`config.mk`:
```
export PLATFORM = sky130hd
export DESIGN_NAME = dcache_perf_monitor
export DESIGN_NICKNAME = d
export VERILOG_FILES = /design/src/rtl/dcache_perf_monitor.sv
export SDC_FILE = /design/constraint.sdc
export NUM_CORES = 1
export LEC_CHECK = 0
export ABC_AREA = 1
export BUFFER_PORTS_ARGS = -buffer_cell sky130_fd_sc_hd__buf_2
export CAP_MARGIN = 5
export CORE_MARGIN = 3
export CORE_UTILIZATION = 40
export CTS_CLUSTER_SIZE = 20
export DETAILED_ROUTE_END_ITERATION = 10
export PLACE_DENSITY = 0.65
export REMOVE_ABC_BUFFERS = 1
export SLEW_MARGIN = 5
export SYNTH_ARGS = -nofsm -noshare
export SYNTH_HDL_FRONTEND = slang
export SYNTH_SLANG_ARGS = --single-unit
```
`constraint.sdc`:
```
create_clock -name clk_i -period 1.9 [get_ports clk_i]
set_input_delay 0.38 -clock clk_i [delete_from_list [all_inputs] [get_ports clk_i]]
set_output_delay 0.38 -clock clk_i [all_outputs]
set_load 0.02 [all_outputs]
```
`src/rtl/dcache_perf_monitor.sv`:
```
// Data-cache performance monitor: read/write hit/miss and writeback event counters.
// Optional miss-trace FIFO built only when DCACHE_PERF_MONITOR_TRACE_EN is defined.
module dcache_perf_monitor #(
  parameter int ADDR_W = 32,
  parameter int CNT_W  = 32,
  parameter int DEPTH  = 8
) (
  input  logic              clk_i,
  input  logic              rst_i,
  input  logic              enable_i,
  input  logic              clr_i,
  input  logic              stall_i,
  input  logic              fsm_idle_i,
  input  logic              dirty_i,
  input  logic              mem_read_i,
  input  logic              mem_write_i,
  input  logic [ADDR_W-1:0] addr_i,
  output logic [CNT_W-1:0]  rd_hit_o,
  output logic [CNT_W-1:0]  rd_miss_o,
  output logic [CNT_W-1:0]  wr_hit_o,
  output logic [CNT_W-1:0]  wr_miss_o,
  output logic [CNT_W-1:0]  wb_o,
  output logic              trc_valid_o,
  input  logic              trc_ready_i,
  output logic [ADDR_W+2:0] trc_data_o,
  output logic [CNT_W-1:0]  trc_drop_o
);
  localparam int NEV = 5;
  localparam int E_RH = 0, E_RM = 1, E_WH = 2, E_WM = 3, E_WB = 4;
  localparam logic [CNT_W-1:0] CNT_MAX = '1;
  localparam logic [CNT_W-1:0] CNT_ONE = {{(CNT_W-1){1'b0}}, 1'b1};

  logic pending_q, pending_d;
  logic miss, hit_ok, miss_ev;
  logic [NEV-1:0] ev;
  logic [NEV-1:0][CNT_W-1:0] cnt_q, cnt_d;

  // The first unstalled cycle after a miss is the refill handoff, not a hit.
  assign miss   = stall_i & fsm_idle_i;
  assign hit_ok = ~stall_i & ~pending_q;

  always_comb begin
    ev        = '0;
    ev[E_WM]  = miss & mem_write_i;
    ev[E_RM]  = miss & ~mem_write_i & mem_read_i;
    ev[E_WH]  = hit_ok & mem_write_i;
    ev[E_RH]  = hit_ok & ~mem_write_i & mem_read_i;
    miss_ev   = ev[E_WM] | ev[E_RM];
    ev[E_WB]  = miss_ev & dirty_i;
  end

  always_comb begin
    pending_d = pending_q;
    if (clr_i)        pending_d = 1'b0;
    else if (miss)    pending_d = 1'b1;
    else if (!stall_i) pending_d = 1'b0;
  end

  always_comb begin
    cnt_d = cnt_q;
    for (int i = 0; i < NEV; i++) begin
      if (clr_i) cnt_d[i] = '0;
      else if (enable_i && ev[i] && cnt_q[i] != CNT_MAX) cnt_d[i] = cnt_q[i] + CNT_ONE;
    end
  end

  always_ff @(posedge clk_i or negedge rst_i) begin
    if (!rst_i) begin
      pending_q <= 1'b0;
      cnt_q     <= '0;
    end else begin
      pending_q <= pending_d;
      cnt_q     <= cnt_d;
    end
  end

  assign rd_hit_o  = cnt_q[E_RH];
  assign rd_miss_o = cnt_q[E_RM];
  assign wr_hit_o  = cnt_q[E_WH];
  assign wr_miss_o = cnt_q[E_WM];
  assign wb_o      = cnt_q[E_WB];

`ifdef DCACHE_PERF_MONITOR_TRACE_EN
  localparam int PW = $clog2(DEPTH);
  localparam logic [PW:0] OCC_FULL = (PW+1)'(DEPTH);

  logic [ADDR_W+2:0] mem_q [DEPTH];
  logic [PW-1:0]     wr_q, rd_q;
  logic [PW:0]       occ_q;
  logic [CNT_W-1:0]  drop_q;
  logic              full, pop, push_req, push, drop_ev;

  assign full     = (occ_q == OCC_FULL);
  assign pop      = trc_valid_o & trc_ready_i;
  assign push_req = enable_i & miss_ev & ~clr_i;
  // A full FIFO still accepts a push when the head leaves in the same cycle.
  assign push     = push_req & (~full | pop);
  assign drop_ev  = push_req & full & ~pop;

  always_ff @(posedge clk_i) begin
    if (push) mem_q[wr_q] <= {mem_write_i, dirty_i, 1'b0, addr_i};
  end

  always_ff @(posedge clk_i or negedge rst_i) begin
    if (!rst_i) begin
      wr_q <= '0; rd_q <= '0; occ_q <= '0; drop_q <= '0;
    end else if (clr_i) begin
      wr_q <= '0; rd_q <= '0; occ_q <= '0; drop_q <= '0;
    end else begin
      if (push) wr_q <= wr_q + 1'b1;
      if (pop)  rd_q <= rd_q + 1'b1;
      case ({push, pop})
        2'b10:   occ_q <= occ_q + 1'b1;
        2'b01:   occ_q <= occ_q - 1'b1;
        default: occ_q <= occ_q;
      endcase
      if (drop_ev && drop_q != CNT_MAX) drop_q <= drop_q + CNT_ONE;
    end
  end

  assign trc_valid_o = (occ_q != '0);
  assign trc_data_o  = trc_valid_o ? mem_q[rd_q] : '0;
  assign trc_drop_o  = drop_q;
`else
  logic unused_trc;
  assign unused_trc  = ^{trc_ready_i, addr_i};
  assign trc_valid_o = 1'b0;
  assign trc_data_o  = '0;
  assign trc_drop_o  = '0;
`endif
endmodule

```
==> results of run 1 <==
worst paths after layout:
check                       startpoint  cells past startpoint  slack (ps)            to
max                        rd_hit_o[1]                     10          70  rd_hit_o[18]
min                            stall_i                      3         220     pending_q
max reg2reg                rd_hit_o[1]                     10          70  rd_hit_o[18]
min reg2reg                  pending_q                      2         530     pending_q
max in group asynchronous        rst_i                      3         930   rd_hit_o[3]
min in group asynchronous        rst_i                      2         370  rd_miss_o[0]
flip-flops by register name, summed over array words and instances, names as in the netlist:
register / count
rd_hit_o: 32
rd_miss_o: 32
wb_o: 32
wr_hit_o: 32
wr_miss_o: 32
pending_q: 1
metrics by stage:
stage          hold slack [ps]  TNS, ps  util (%)
2_1_floorplan             84.4  -229170         -
3_3_place_gp               253    -1680      47.4
3_5_place_dp               252    -1640      47.4
5_1_grt                    226     -177      50.7
4_1_cts                    205        0      49.8
6_report                   218        0      50.7
routing by layer:
layer	up-vias	share of wire, %
met5	-	0
met2	331	48
li1	6044	-
met3	49	5.6
met4	0	2.0
met1	5535	45
cell families (layout without fill, tap and decap cells):
family / count (synthesis) / after routing
AOI/OAI and AO/OA: 84 / 84
xor gates and xnor gates: 47 / 47
adders and majority gates: 5 / 5
buffers and inverters: 257 / 496
DFF: 161 / 161
muxes: 2 / 2
other: 1 / 68
and+or+nand+nor: 1221 / 1222
cell type report:
cell class / count / area share (%)
Clock inverter: 12 / 1.27
Inverter: 150 / 4.18
Sequential cell: 161 / 28.3
Clock buffer: 20 / 3.14
Multi-Input combinational cell: 1428 / 45.5
Timing Repair Buffer: 313 / 14.2
Tap cell: 378 / 3.32
Timing Repair inverter: 1 / 0.0440
power by group through the flow:
stage	Combinational [W]	Clock [W]	Sequential (W)
2_1_floorplan	0.000241	0	0.00351
3_3_place_gp	0.000480	0	0.00350
3_5_place_dp	0.000483	0	0.00350
4_1_cts	0.000489	0.00387	0.00343
5_1_grt	0.000565	0.00401	0.00343
6_report	0.000514	0.00379	0.00343
repair_timing:
item	CTS	global route
hold buffers	1	0
buffers inserted	0	14
endpoints found under the setup margin	44	141
gates cloned	0	3
gates resized for setup	3	29
pin swaps	0	5
hold endpoints to repair	18	0
critical path: cells and delay by family (launching register included):
family | cells | cell delay (ps)
AND/OR/NAND/NOR | 7 | 880
buffers and inverters | 2 | 250
adder cells (fa/ha/maj) | 1 | 210
flip-flops | 1 | 380
Yosys cell counts, types with 2 or more instances:
cell,count
nand3_1,172
or2_2,3
and2_1,5
o21ai_2,2
buf_6,8
o21ai_0,31
nor2_2,6
dfrtp_1,161
buf_2,9
a21oi_1,22
o21bai_1,9
nand2_2,10
nand2_1,658
nand4_1,35
buf_1,10
nor3b_1,4
nand3b_1,5
nor2_8,3
inv_1,143
nor2_4,11
xnor2_1,16
ha_1,5
buf_4,73
inv_2,2
clkbuf_1,6
xor2_1,31
o21ai_1,19
nand2_4,9
nor3_1,7
nor2_1,292
clkinv_1,2
==> run metrics, run 1 <==
status=finished, final reports clean; CTS clk-pin slew, worst paths=60 ps; fill count=2908; footprint of the multi-input gates=6480 sq um; Die H=176 microns; max cap viols=0; synthesized flop and latch total=161; leading post-synthesis cells by cell area=dfrtp_1 (35%), nand2_1 (21%), nor2_1 (9.5%); worst skew pair latency=430 ps; initial core utilization=41.0%; HP Class=primary input to flop; Register Area=4030 sq um; DR vias=12000; syn_area_per_cell=6.48 sq um; Design Area, Final=14200 sq um; ANT nets after route=0; Synth Area in XOR/XNOR=3.57%; GR Util met1=29.1%; Final Hold Viols=0; most frequent cells in the layout=nand2_1 (654), nor2_1 (288), nand3_1 (172), buf_2 (167), dfrtp_1 (158); vias in the first global route=11100; P_sw=0.00196 W; Synth area leader=dfrtp_1; Comb pwr share=6.6%; Iteration-0 DRC Markers=695; Finished Layout Cells=2463; drt drc=0; M2 GR Usage=36.9%; Pwr Total=0.00774 W; Clock Tree Buf Depth=2; WL final=34.6 mm; ANT cells=0; vias per cell=4.86; TritonCTS Buffers=17; post-synth cell types=40; Pre-antenna DRT Iters=7; crit-path cells=ha_2 -> nand2_2 -> nor2_4 -> buf_4 -> buf_4 -> nand3_1 -> nor3_2 -> nand3_1 -> nand2_1 -> nor2_1; Critical Path RT=2200 ps; sequential power share=44.4%; number of synthesized flops with an enable pin=0; Cell Rows=61; die width=176 microns; Compound-Gate Fraction of Synth Area=3.92%; endpoint type of the worst setup path=flop; core box area=28100 sq um; Internal Dissipation=0.00578 W; Synth Flop Type=dfrtp_1; CTS sink count=161; placed cell count=2413; relative slew slack=53.1%; Startpoint Class=flop; clk root buf=clkbuf_16; kind of critical path=flop to flop; CP max FO=5; Gate Count Post-Synth=1778; Final HPWL DP=25.8 mm; pwr/cell area=544 nW/um^2; antenna violations before repair=0; Tightest Pin Transition=703 ps; Fmax=546 MHz; largest family of logic cells by synthesized area=simple AND/OR/NAND/NOR gates; share of cells above drive strength 1=19.7%; area delta synth->final=23.6%; first-pass GRT wire length=55.6 mm; Seq/Total Area, Yosys=35.0%; LEAKAGE=7.28 nW; async set-reset flop share out of synthesis=100%; Crit path largest cell delay=380 ps; CTS tree=built; met3 Use GR=3.78%; GRT Total Usage=22.0%; Routability Congestion=0.915; Layout Nets=2119; die area=30900 sq um; Synth warnings=0; commonest non-fill, non-tap cell in the layout=nand2_1; worst slack, placed=-173 ps; number of I/O port buffers=168; CTS H-tree lvls=4; Sw Share=25.3%; Simple-Gate Fraction of Synth Area=45.1%; mux contribution to synthesized area=0.282%; grt peak-use layer=met2; Avg WL per Cell=14.1 microns; Critical Path AT=2130 ps; Final Skew=17.7 ps; maximum vdd ir drop=0.000384 V; IO Count=270; slowest CP cell=dfrtp_1; min Tclk post-route=1830 ps; crit share post-route=96.4%; Worst Setup Slack, final=69.1 ps; setup violators final=0; DP Area=13300 sq um; Post-Syn Area=11500 sq um; max-slew violation count=0; Yosys top cell area share=35.0%; largest net degree at the start of global routing=59; clock network fraction of total power=49.0%; Overflow after GRT=0; adder-cell share of the synthesized area=0.543%
(Power assumes the default switching activity.)
==> run 2, diff against run 1 <==
- SETUP_SLACK_MARGIN: default -> 0.3
==> run metrics, run 2 (synthesis gave the netlist of run 1 again) <==
Tightest Pin Transition=728 ps (+25.4 ps); Design Area, Final=16100 sq um (+13%); LEAKAGE=7.99 nW (+9.8%); RSZ-0062 raised after global routing=true; R2R Setup Slk=160 ps (+90 ps); Critical Path AT=2050 ps (-80 ps); Fmax=576 MHz (+5.4%); Die H=176 microns (unchanged); setup TNS=0 ps (unchanged); IO Count=270 (unchanged); largest net degree at the start of global routing=59 (unchanged); status=finished, final reports clean; Final Skew=17.2 ps (-0.472 ps); crit share post-route=91.4% (-4.9 points); Startpoint Class=flop; relative slew slack=51.4% (-1.7 points); endpoint type of the worst setup path=flop; reg2reg end=rd_miss_o[21]; initial core utilization=41.0% (unchanged); Routability Congestion=0.915 (unchanged); drt drc=0 (unchanged); met3 Use GR=4.06% (+0.28 points); vias per cell=5.01 (+3.3%); DP Area=13300 sq um (unchanged); pwr/cell area=490 nW/um^2 (-9.8%); M2 GR Usage=39.5% (+2.6 points); Overflow after GRT=0 (unchanged); Avg WL per Cell=15.3 microns (+8.6%); share of cells above drive strength 1=33.1% (+13 points); CTS tree=built; GRT Total Usage=23.6% (+1.6 points); most frequent cells in the layout=nand2_1 (555), nor2_1 (247), buf_4 (169), buf_2 (167), inv_1 (137); setup violators final=0 (unchanged); min Tclk post-route=1740 ps (-94.0 ps); commonest non-fill, non-tap cell in the layout=nand2_1; area delta synth->final=40.0%; max-slew violation count=0 (unchanged); grt peak-use layer=met2; CTS H-tree lvls=4 (unchanged); Hold Crit Endpoint=pending_q; DR vias=12700 (+6.4%); clk root buf=clkbuf_16; WL final=38.8 mm (+12%); TritonCTS Buffers=17 (unchanged); GR Util met1=30.9% (+1.8 points); Register Area=4060 sq um (+0.71%); Final Hold Viols=0 (unchanged); WHS Path Cells=3 (unchanged); placed cell count=2413 (unchanged); die area=30900 sq um (unchanged); reg-to-reg startpoint=rd_miss_o[0]; CP max FO=4 (-1); number of I/O port buffers=168 (unchanged); maximum vdd ir drop=0.000395 V (+2.9%); Layout Nets=2193 (+3.5%); R2R depth=12 (+2); Pwr Total=0.00790 W (+2.1%); core box area=28100 sq um (unchanged); Pre-antenna DRT Iters=5 (-2); worst skew pair latency=430 ps (about the same); Cell Rows=61 (unchanged); CTS clk-pin slew, worst paths=70 ps (about the same); kind of critical path=flop to flop; Clock Tree Buf Depth=2 (unchanged); ANT nets after route=0 (unchanged); Iteration-0 DRC Markers=788 (+13%); hold wc startpoint=stall_i; max cap viols=0 (unchanged); CTS sink count=161 (unchanged); antenna violations before repair=0 (unchanged); ANT cells=0 (unchanged); Finished Layout Cells=2537 (+3.0%); Final HPWL DP=25.8 mm (unchanged); vias in the first global route=11700 (+5.7%); footprint of the multi-input gates=7550 sq um (+16%); fill count=2698 (-7.2%); HP Class=primary input to flop; final core occ=57.4% (+6.7 points); first-pass GRT wire length=59.3 mm (+6.6%); die width=176 microns (unchanged); Critical Path RT=2210 ps (about the same)
[run 2: cell type report]
class,count,share of cell area (%)
tap,378,2.93
clock inverter,12,1.13
timing repair buffer,377,16.8
sequential,161,25.2
clock buffer,20,2.77
inverter,150,3.80
timing repair inverter,7,0.567
multi-input combinational,1432,46.8
[run 2: worst max-delay path by stage]
stage	from	end	slack, ps	depth (start not counted)
floorplan	clr_i	rd_hit_o[13]	-2090	5
global placement	wr_miss_o[0]	wr_miss_o[14]	-160	8
CTS	wb_o[1]	wb_o[5]	230	11
finish	rd_miss_o[0]	rd_miss_o[21]	160	12
detailed placement	wr_miss_o[0]	wr_miss_o[19]	-170	8
global route	rd_miss_o[25]	rd_miss_o[21]	80	11
[run 2: through the flow]
stage,setup WS (ps),hold slack (ps)
after CTS,227,205
after global placement,-157,253
after detailed placement,-173,252
after global routing,79.1,226
final,163,217
after floorplan,-2090,84.4
[run 2: metal layers]
layer	routed length (microns)	up-vias
li1	-	6191
met1	16500	6026
met2	18900	426
met3	2250	78
met4	1080	0
met5	0	-
[run 2: what timing repair did]
item                       in CTS  in global routing
hold buffers                    1                  0
gates resized for setup       149                241
gates cloned                   14                  9
hold endpoints to repair       18                  0
pin swaps                      43                 80
setup endpoints to repair     154                161
buffers inserted               51                 17
[run 2: where the power goes]
part | leakage (nW) | switching [W] | total [W] | internal (W)
Clock | 0.293 | 0.00155 | 0.00380 | 0.00225
Sequential | 2.21 | 0.00000391 | 0.00343 | 0.00343
Combinational | 5.49 | 0.000503 | 0.000671 | 0.000168
[run 2: critical path: stages, from the launching register on]
cell and delay [ps]:
dfrtp_1 370, ha_2 190, nand2_2 80, nor2_4 140, nand2_4 70, nor2_4 150, nand2_2 90, nand2_4 100
buf_4 120, buf_4 100, nor2_1 40, nand2_1 120, nand2_1 60
